--- config.mk ---
export PLATFORM = sky130hd
export DESIGN_NAME = mem_copy_engine
export DESIGN_NICKNAME = d
export VERILOG_FILES = /design/src/rtl/mem_copy_engine.sv
export SDC_FILE = /design/constraint.sdc
export NUM_CORES = 1
export LEC_CHECK = 0
export ABC_AREA = 0
export BUFFER_PORTS_ARGS = -buffer_cell sky130_fd_sc_hd__buf_2
export CELL_PAD_IN_SITES_DETAIL_PLACEMENT = 1
export CELL_PAD_IN_SITES_GLOBAL_PLACEMENT = 2
export CORE_ASPECT_RATIO = 0.7
export CORE_MARGIN = 2
export CORE_UTILIZATION = 32
export DETAILED_ROUTE_END_ITERATION = 6
export PLACE_DENSITY = 0.94
export RECOVER_POWER = 50
export SLEW_MARGIN = 5
export SYNTH_ARGS = -nofsm -noshare
export SYNTH_HDL_FRONTEND = slang
export SYNTH_SLANG_ARGS = --single-unit
--- constraint.sdc ---
create_clock -name clk -period 5.5 [get_ports clk]
set_clock_uncertainty 0.2 [all_clocks]
set_input_delay 0.275 -clock clk [delete_from_list [all_inputs] [get_ports clk]]
set_output_delay 0.275 -clock clk [all_outputs]
set_load 0.02 [all_outputs]
--- src/rtl/mem_copy_engine.sv ---
// Single-port memory copy engine: moves a byte range one aligned chunk at a time,
// one read then one write per chunk, never issuing an access the memory would reject.
//
// state   | meaning
// S_IDLE  | waiting for start; memory port released
// S_READ  | reading chunk at src_q into buf_q
// S_WRITE | writing buf_q to dst_q, then advancing pointers
// S_DONE  | one-cycle completion pulse
// S_ERR   | one-cycle rejection pulse, no memory access made
module mem_copy_engine #(
   parameter int unsigned MEM_SIZE = 1024,
   parameter int unsigned MAX_XFER = 4
) (
   input  logic        clk,
   input  logic        reset,
   input  logic        start,
   input  logic [31:0] src_addr,
   input  logic [31:0] dst_addr,
   input  logic [31:0] length,
   output logic        busy,
   output logic        done,
   output logic        error,
   output logic [31:0] mem_address,
   output logic        mem_read_enable,
   output logic        mem_write_enable,
   output logic [31:0] mem_write_data,
   output logic [3:0]  mem_xfer_size,
   input  logic [31:0] mem_read_data
);

   typedef enum logic [2:0] {S_IDLE, S_READ, S_WRITE, S_DONE, S_ERR} state_t;

   state_t      state_q, state_d;
   logic [31:0] src_q, src_d;
   logic [31:0] dst_q, dst_d;
   logic [31:0] rem_q, rem_d;
   logic [31:0] buf_q, buf_d;

   logic [3:0]  sz;
   logic [31:0] sz32;
   logic [31:0] sz_mask;
   logic [32:0] src_end;
   logic [32:0] dst_end;
   logic        oob;

   always_comb begin
      sz = 4'd1;
      if (src_q[1:0] == 2'b00 && dst_q[1:0] == 2'b00 && rem_q >= 32'd4)
         sz = 4'd4;
      else if (!src_q[0] && !dst_q[0] && rem_q >= 32'd2)
         sz = 4'd2;
   end

   assign sz32 = {28'd0, sz};

   always_comb begin
      case (sz)
         4'd4:    sz_mask = 32'hFFFF_FFFF;
         4'd2:    sz_mask = 32'h0000_FFFF;
         default: sz_mask = 32'h0000_00FF;
      endcase
   end

   // 33-bit sums so that address wrap-around is rejected as well
   assign src_end = {1'b0, src_addr} + {1'b0, length};
   assign dst_end = {1'b0, dst_addr} + {1'b0, length};
   assign oob     = (src_end > 33'(MEM_SIZE)) || (dst_end > 33'(MEM_SIZE));

   always_ff @(posedge clk) begin
      if (reset) begin
         state_q <= S_IDLE;
         src_q   <= '0;
         dst_q   <= '0;
         rem_q   <= '0;
         buf_q   <= '0;
      end else begin
         state_q <= state_d;
         src_q   <= src_d;
         dst_q   <= dst_d;
         rem_q   <= rem_d;
         buf_q   <= buf_d;
      end
   end

   always_comb begin
      state_d = state_q;
      src_d   = src_q;
      dst_d   = dst_q;
      rem_d   = rem_q;
      buf_d   = buf_q;
      case (state_q)
         S_IDLE: begin
            if (start) begin
               src_d = src_addr;
               dst_d = dst_addr;
               rem_d = length;
               if (length == 32'd0)
                  state_d = S_DONE;
               else if (oob)
                  state_d = S_ERR;
               else
                  state_d = S_READ;
            end
         end
         S_READ: begin
            buf_d   = mem_read_data & sz_mask;
            state_d = S_WRITE;
         end
         S_WRITE: begin
            src_d   = src_q + sz32;
            dst_d   = dst_q + sz32;
            rem_d   = rem_q - sz32;
            state_d = (rem_q == sz32) ? S_DONE : S_READ;
         end
         S_DONE:  state_d = S_IDLE;
         S_ERR:   state_d = S_IDLE;
         default: state_d = S_IDLE;
      endcase
   end

   // Outputs are forced idle while reset is high so an in-flight write never commits
   always_comb begin
      busy             = 1'b0;
      done             = 1'b0;
      error            = 1'b0;
      mem_address      = '0;
      mem_read_enable  = 1'b0;
      mem_write_enable = 1'b0;
      mem_write_data   = '0;
      mem_xfer_size    = 4'(MAX_XFER);
      if (!reset) begin
         case (state_q)
            S_READ: begin
               busy            = 1'b1;
               mem_read_enable = 1'b1;
               mem_address     = src_q;
               mem_xfer_size   = sz;
            end
            S_WRITE: begin
               busy             = 1'b1;
               mem_write_enable = 1'b1;
               mem_address      = dst_q;
               mem_xfer_size    = sz;
               mem_write_data   = buf_q;
            end
            S_DONE:  done  = 1'b1;
            S_ERR:   error = 1'b1;
            default: ;
         endcase
      end
   end

endmodule
-- Yosys cells after proc, flatten, opt, wreduce, memory -nomap -nowiden
Index checks and enable logic that the tools add are counted.
- output and inout bits: 73
- register bits: 131
- logic and storage cells: 67
- add/subtract/negate cells: 5
- reductions and logical operators: 14
- multiplexer cells: 30
- bitwise gates (word level): 1
- eq/ne operators: 8
- magnitude comparators: 4
- operator list (cell ; number):
    $pmux W32 S2 ; 5
    $mux W32 ; 6
    $add A32 B32 Y33 ; 2
    $gt A33 B11 Y1 const B ; 2
    $add A32 B4 Y32 ; 2
    $and A32 B32 Y32 ; 1
    $eq A32 B4 Y1 ; 1
    $ge A32 B2 Y1 const B ; 1
    $ge A32 B3 Y1 const B ; 1
    $logic_not A32 Y1 ; 1
    $sub A32 B4 Y32 ; 1
    $mux W3 ; 4
    $mux W1 ; 10
    $pmux W3 S3 ; 1
    $mux W4 ; 2
    $eq A3 B2 Y1 const B ; 2
    $eq A4 B2 Y1 const B ; 1
    $eq A4 B3 Y1 const B ; 1
    $logic_and A1 B1 Y1 ; 4
    $logic_not A2 Y1 ; 2
    $mux W2 ; 2
    $eq A3 B1 Y1 const B ; 1
    $eq A3 B3 Y1 const B ; 1
    $logic_not A3 Y1 ; 1
    6 further kinds ; 7

-- Depth between registers and ports, before layout
- word-level depth: 8
- depth in mapped cells: 22
- depth with buffers taken out: 20

-- Worst setup path before layout
OpenSTA, ideal clock, no wires.
- path type: register to register
- from: register rem_q[8]
- to: register dst_q[31]
- path slack: 955 ps
- clock period less this slack: 4545 ps
- arrival time: 4274 ps
- setup time: 70 ps
- stages on the path, launching flop included: 21
- data required time: 5230 ps
- cells stage by stage: dfxtp_1 > or3_1 > clkbuf_1 > nor4_2 > nand4_1 > nor2_1 > nor4b_1 > inv_1 > nand2_1 > inv_1 > ha_1 > a21o_1 > a21oi_1 > nor4b_1 > and4_1 > nand3_1 > nor4_1 > nand3_1 > nor3_1 > a21oi_1 > a21oi_1
- word-level cells in the longest chain between the ends: 6
- elaborated cells on any way between the ends: 8
- those cells by class: add/sub (1); order compare (2); mux (3); reduce/logical (2)
- ends and longest elaborated chain (element ; line ; RTL):
    start: declaration ; 36 ; logic [31:0] rem_q, rem_d;
    start signal: assignment ; 80 ; rem_q <= rem_d;
    $ge A32 B2 Y1 ; 50 ; else if (!src_q[0] && !dst_q[0] && rem_q >= 32'd2)
    $logic_and A1 B1 Y1 ; 50 ;
    $mux W2 ; 50 ;
    $mux W3 * ; 48 ; if (src_q[1:0] == 2'b00 && dst_q[1:0] == 2'b00 && rem_q >= 32'd4)
    $add A32 B4 Y32 * ; 111 ; dst_d = dst_q + sz32;
    $pmux W32 S2 * ; 91 ; case (state_q)
    end signal: assignment ; 79 ; dst_q <= dst_d;
    end: declaration ; 35 ; logic [31:0] dst_q, dst_d;
Every way passes the cells marked *; elsewhere a longest branch is shown, timed or not.
A chain may end at the register's enable or synchronous reset.

-- Worst setup path after layout
- from: register rem_q[16]
- to: register dst_q[30]
Same word-level chain as after synthesis.

==> flow_summary_export.csv <==
group,metric,value,unit
run_status,violations,"capacitance limit, slew limit",
worst_setup_path,arrival,5.37,ns
run_status,status,"complete, but fails checks",
worst_setup_path,path_cells,"or3_1 -> nand3b_1 -> nor2_2 -> nand4_1 -> nor2_2 -> inv_1 -> o21a_1 -> inv_1 -> ha_1 -> fa_1 -> a21oi_1 -> nor4b_2 -> and3_1 -> and3_1 -> nand3_1 -> nor2_1 -> nand3_1 -> nor3_1 -> a21oi_1 -> a21oi_1",
clock_network,clock_path_buffers,2,
global_routing,grt_pass1_vias,13300,
sta,hold_violations,0,
synth,synth-main-ff-cell,"dfxtp_1",
synth,yosys.area.top_type,"dfxtp_1",
worst_setup_path,crit_path_top_delay_cell,"nor4b_2",
placement,place.gp.congestion,0.937,
placement,dpl_cell_area,12700,um^2
synth,postSynthCellCount,1595,
global_routing,track_usage,27.7,%
floorplan,num_io_pins,204,
floorplan,die_h,162,um
worst_setup_path,crit_family,"simple AND/OR/NAND/NOR gates",
synth,yosysSeqAreaShare,23.0,%
clock_network,tritoncts.num_buffers,17,
sta,relSlewSlack,-118,%
placement,io_buffers,202,
routing,drt-initial-drc-count,1619,
synth,synth_seq_cells,131,
final_layout,area_growth,23.7,%
final_layout,nFillCells,4407,
worst_setup_path,worstPathRequired,5.67,ns
worst_setup_path,start_kind,"flop",
routing,drc,0,
worst_setup_path,cp_common_cell,"a21oi_1",
clock_network,path_clk_slew,0.06,ns
final_layout,postLayoutCellArea,14100,um^2
worst_setup_path,slowest_delay,0.45,ns
placement,place_hpwl,39700,um
power_and_ir_drop,power_density,225,nW/um^2
final_layout,drive_gt1_share,13.8,%
power_and_ir_drop,leakagePower,5.61,nW
sta,finalSetupViolations,0,
routing,ant_nets,0,
synth,synth_edf_count,0,
power_and_ir_drop,ir_drop,0.207,mV
sta,min_period,5.20,ns
global_routing,grt_pass1_wl,80300,um
synth,ys_top_cells_by_area,"dfxtp_1 23%, a21oi_1 9.3%, ha_1 8.0%",
sta,drv_slew,184,
floorplan,core-area,34900,um^2
floorplan,num_rows,57,
routing,avgViaCountPerCell,6.11,
clock_network,htreeDepth,4,
synth,yosysTopAreaCellShare,23.0,%
global_routing,grt_max_degree,84,
worst_setup_path,worst-path-buf-inv,2,
clock_network,cts.sinks,131,
synth,mappedNetlistNets,1804,
flow_run,cap_violations,4,
synth,async_flop_share,0,%
sta,clock.fmax,0.192,GHz
synth,synth.distinct_cells,82,
clock_network,clkLatencyLatePin,0.45,ns
floorplan,initial_utilization,32.6,%
synth,ys_warn_count,0,
placement,place_ws,0.156,ns
worst_setup_path,crit_path_max_fanout,11,
clock_network,root_buffer,"clkbuf_16",
worst_setup_path,path_class,"flop to flop",
synth,synth_area,11400,um^2
routing,avgRoutedWirePerCell,23.3,um
synth,yosys-top-cells-count,"212 x a21oi_1, 163 x nand2_1, 145 x nor2_1",
synth,avgSynthCellArea,7.14,um^2
routing,dr_total_vias,14000,
worst_hold_path,hp-class,"input port to flop",
sta,setup_ws,0.299,ns
floorplan,dieWidth,229,um
global_routing,antenna_found_initial,0,
worst_setup_path,crit_path_end_kind,"flop",
final_layout,num-nets-final,2013,
global_routing,overflow,0,
sta,setup-tns-final,0,ns
synth,synth_most_common_cell,"a21oi_1",
floorplan,dieArea,37100,um^2
routing,firstDrtPassIters,6,
routing,wl,53400,um
sta,worst_pin_slew,3.28,ns
sta,period_share,94.6,%
final_layout,num_antenna_cells,0,
clock_network,cts_tree,"done",
[per-layer routing]
metal / up-vias / track usage (%) / part of all wire, % / wire length (um)
met4: 0 / 8.32 / 2.8 / 1520
met3: 90 / 6.83 / 9.1 / 4830
met5: - / 0 / 0 / 0
met2: 646 / 40.6 / 42 / 22400
li1: 6394 / - / - / -
met1: 6851 / 39.8 / 46 / 24600
[layout by cell type, fill, tap and decap left out, types with 20 or more instances in the layout]
cell type / instances
nor2_1: 140
a22o_1: 31
buf_2: 169
a211oi_1: 24
a21oi_1: 212
dfxtp_1: 131
and3_1: 20
dlygate4sd3_1: 82
clkbuf_1: 36
a31oi_1: 27
nor3_1: 56
o21ai_0: 104
nand2b_1: 25
nor4_1: 26
and2_0: 24
nand3_1: 47
inv_1: 29
nand4_1: 34
a21o_1: 23
nand2_1: 163
ha_1: 73
[registers in the layout, summed over array words and instances (netlist names)]
signal   flops
buf_q       32
src_q       32
rem_q       32
state_q      3
dst_q       32
[cells by family after synthesis]
logic type	synth area share [%]
AO/OA/AOI/OAI	32.7
XOR/XNOR	2.54
adder cells (fa/ha/maj)	8.90
buffers and inverters	4.82
flip-flops	23.0
multiplexers	0.615
other	0.0329
AND/OR/NAND/NOR	27.3
[repair_timing]
action,4_1_cts,5_1_grt
setup buffers,0,1
hold buffers,82,0
gates resized for setup,0,11
endpoints found under the setup margin,0,18
endpoints found under the hold margin,82,0
[power breakdown]
part / internal, mW / total, mW / switching, mW
logic: 0.363 / 0.961 / 0.598
clock network: 0.680 / 1.15 / 0.467
registers: 0.996 / 1.07 / 0.0692
total: 2.04 / 3.17 / 1.13
[worst register-to-register path, stage by stage (launching register included)]
cell and delay [ns]:
dfxtp_1 0.36, or3_1 0.43, nand3b_1 0.26, nor2_2 0.19, nand4_1 0.22, nor2_2 0.18
inv_1 0.05, o21a_1 0.31, inv_1 0.19, ha_1 0.23, fa_1 0.24, a21oi_1 0.11
nor4b_2 0.45, and3_1 0.27, and3_1 0.25, nand3_1 0.36, nor2_1 0.32, nand3_1 0.11
nor3_1 0.19, a21oi_1 0.07, a21oi_1 0.17
[final timing paths]
check	end	slack, ns	cells after the start	from
worst max-delay path	dst_q[30]	0.30	20	rem_q[16]
worst min-delay path	src_q[14]	0.01	3	src_addr[14]
worst max register to register	dst_q[30]	0.30	20	rem_q[16]
worst min register to register	buf_q[14]	0.25	2	buf_q[14]
[area by class of cell]
| class | instances | area (um^2) | share of cell area, % |
|---|---|---|---|
| clock buffer | 24 | 502 | 3.56 |
| sequential | 131 | 2620 | 18.6 |
| inverter | 29 | 109 | 0.773 |
| clock inverter | 8 | 75.1 | 0.533 |
| multi-input combinational | 1326 | 8290 | 58.8 |
| tap | 472 | 591 | 4.19 |
| timing repair buffer | 299 | 1900 | 13.5 |
[per-stage QoR]
step / hold WS [ns] / power, mW / cells / utilization [%]
floorplan: 0.185 / 1.63 / 1595 / -
global placement: 0.235 / 1.93 / 2174 / 36.4
detailed placement: 0.239 / 1.95 / 2174 / 36.4
CTS: 0.000873 / 3.14 / 2288 / 40.4
global route: 0.00891 / 3.31 / 2289 / 40.4
finish: 0.0145 / 3.17 / 2289 / 40.4
Note: power is estimated with default switching activity, not from simulation.
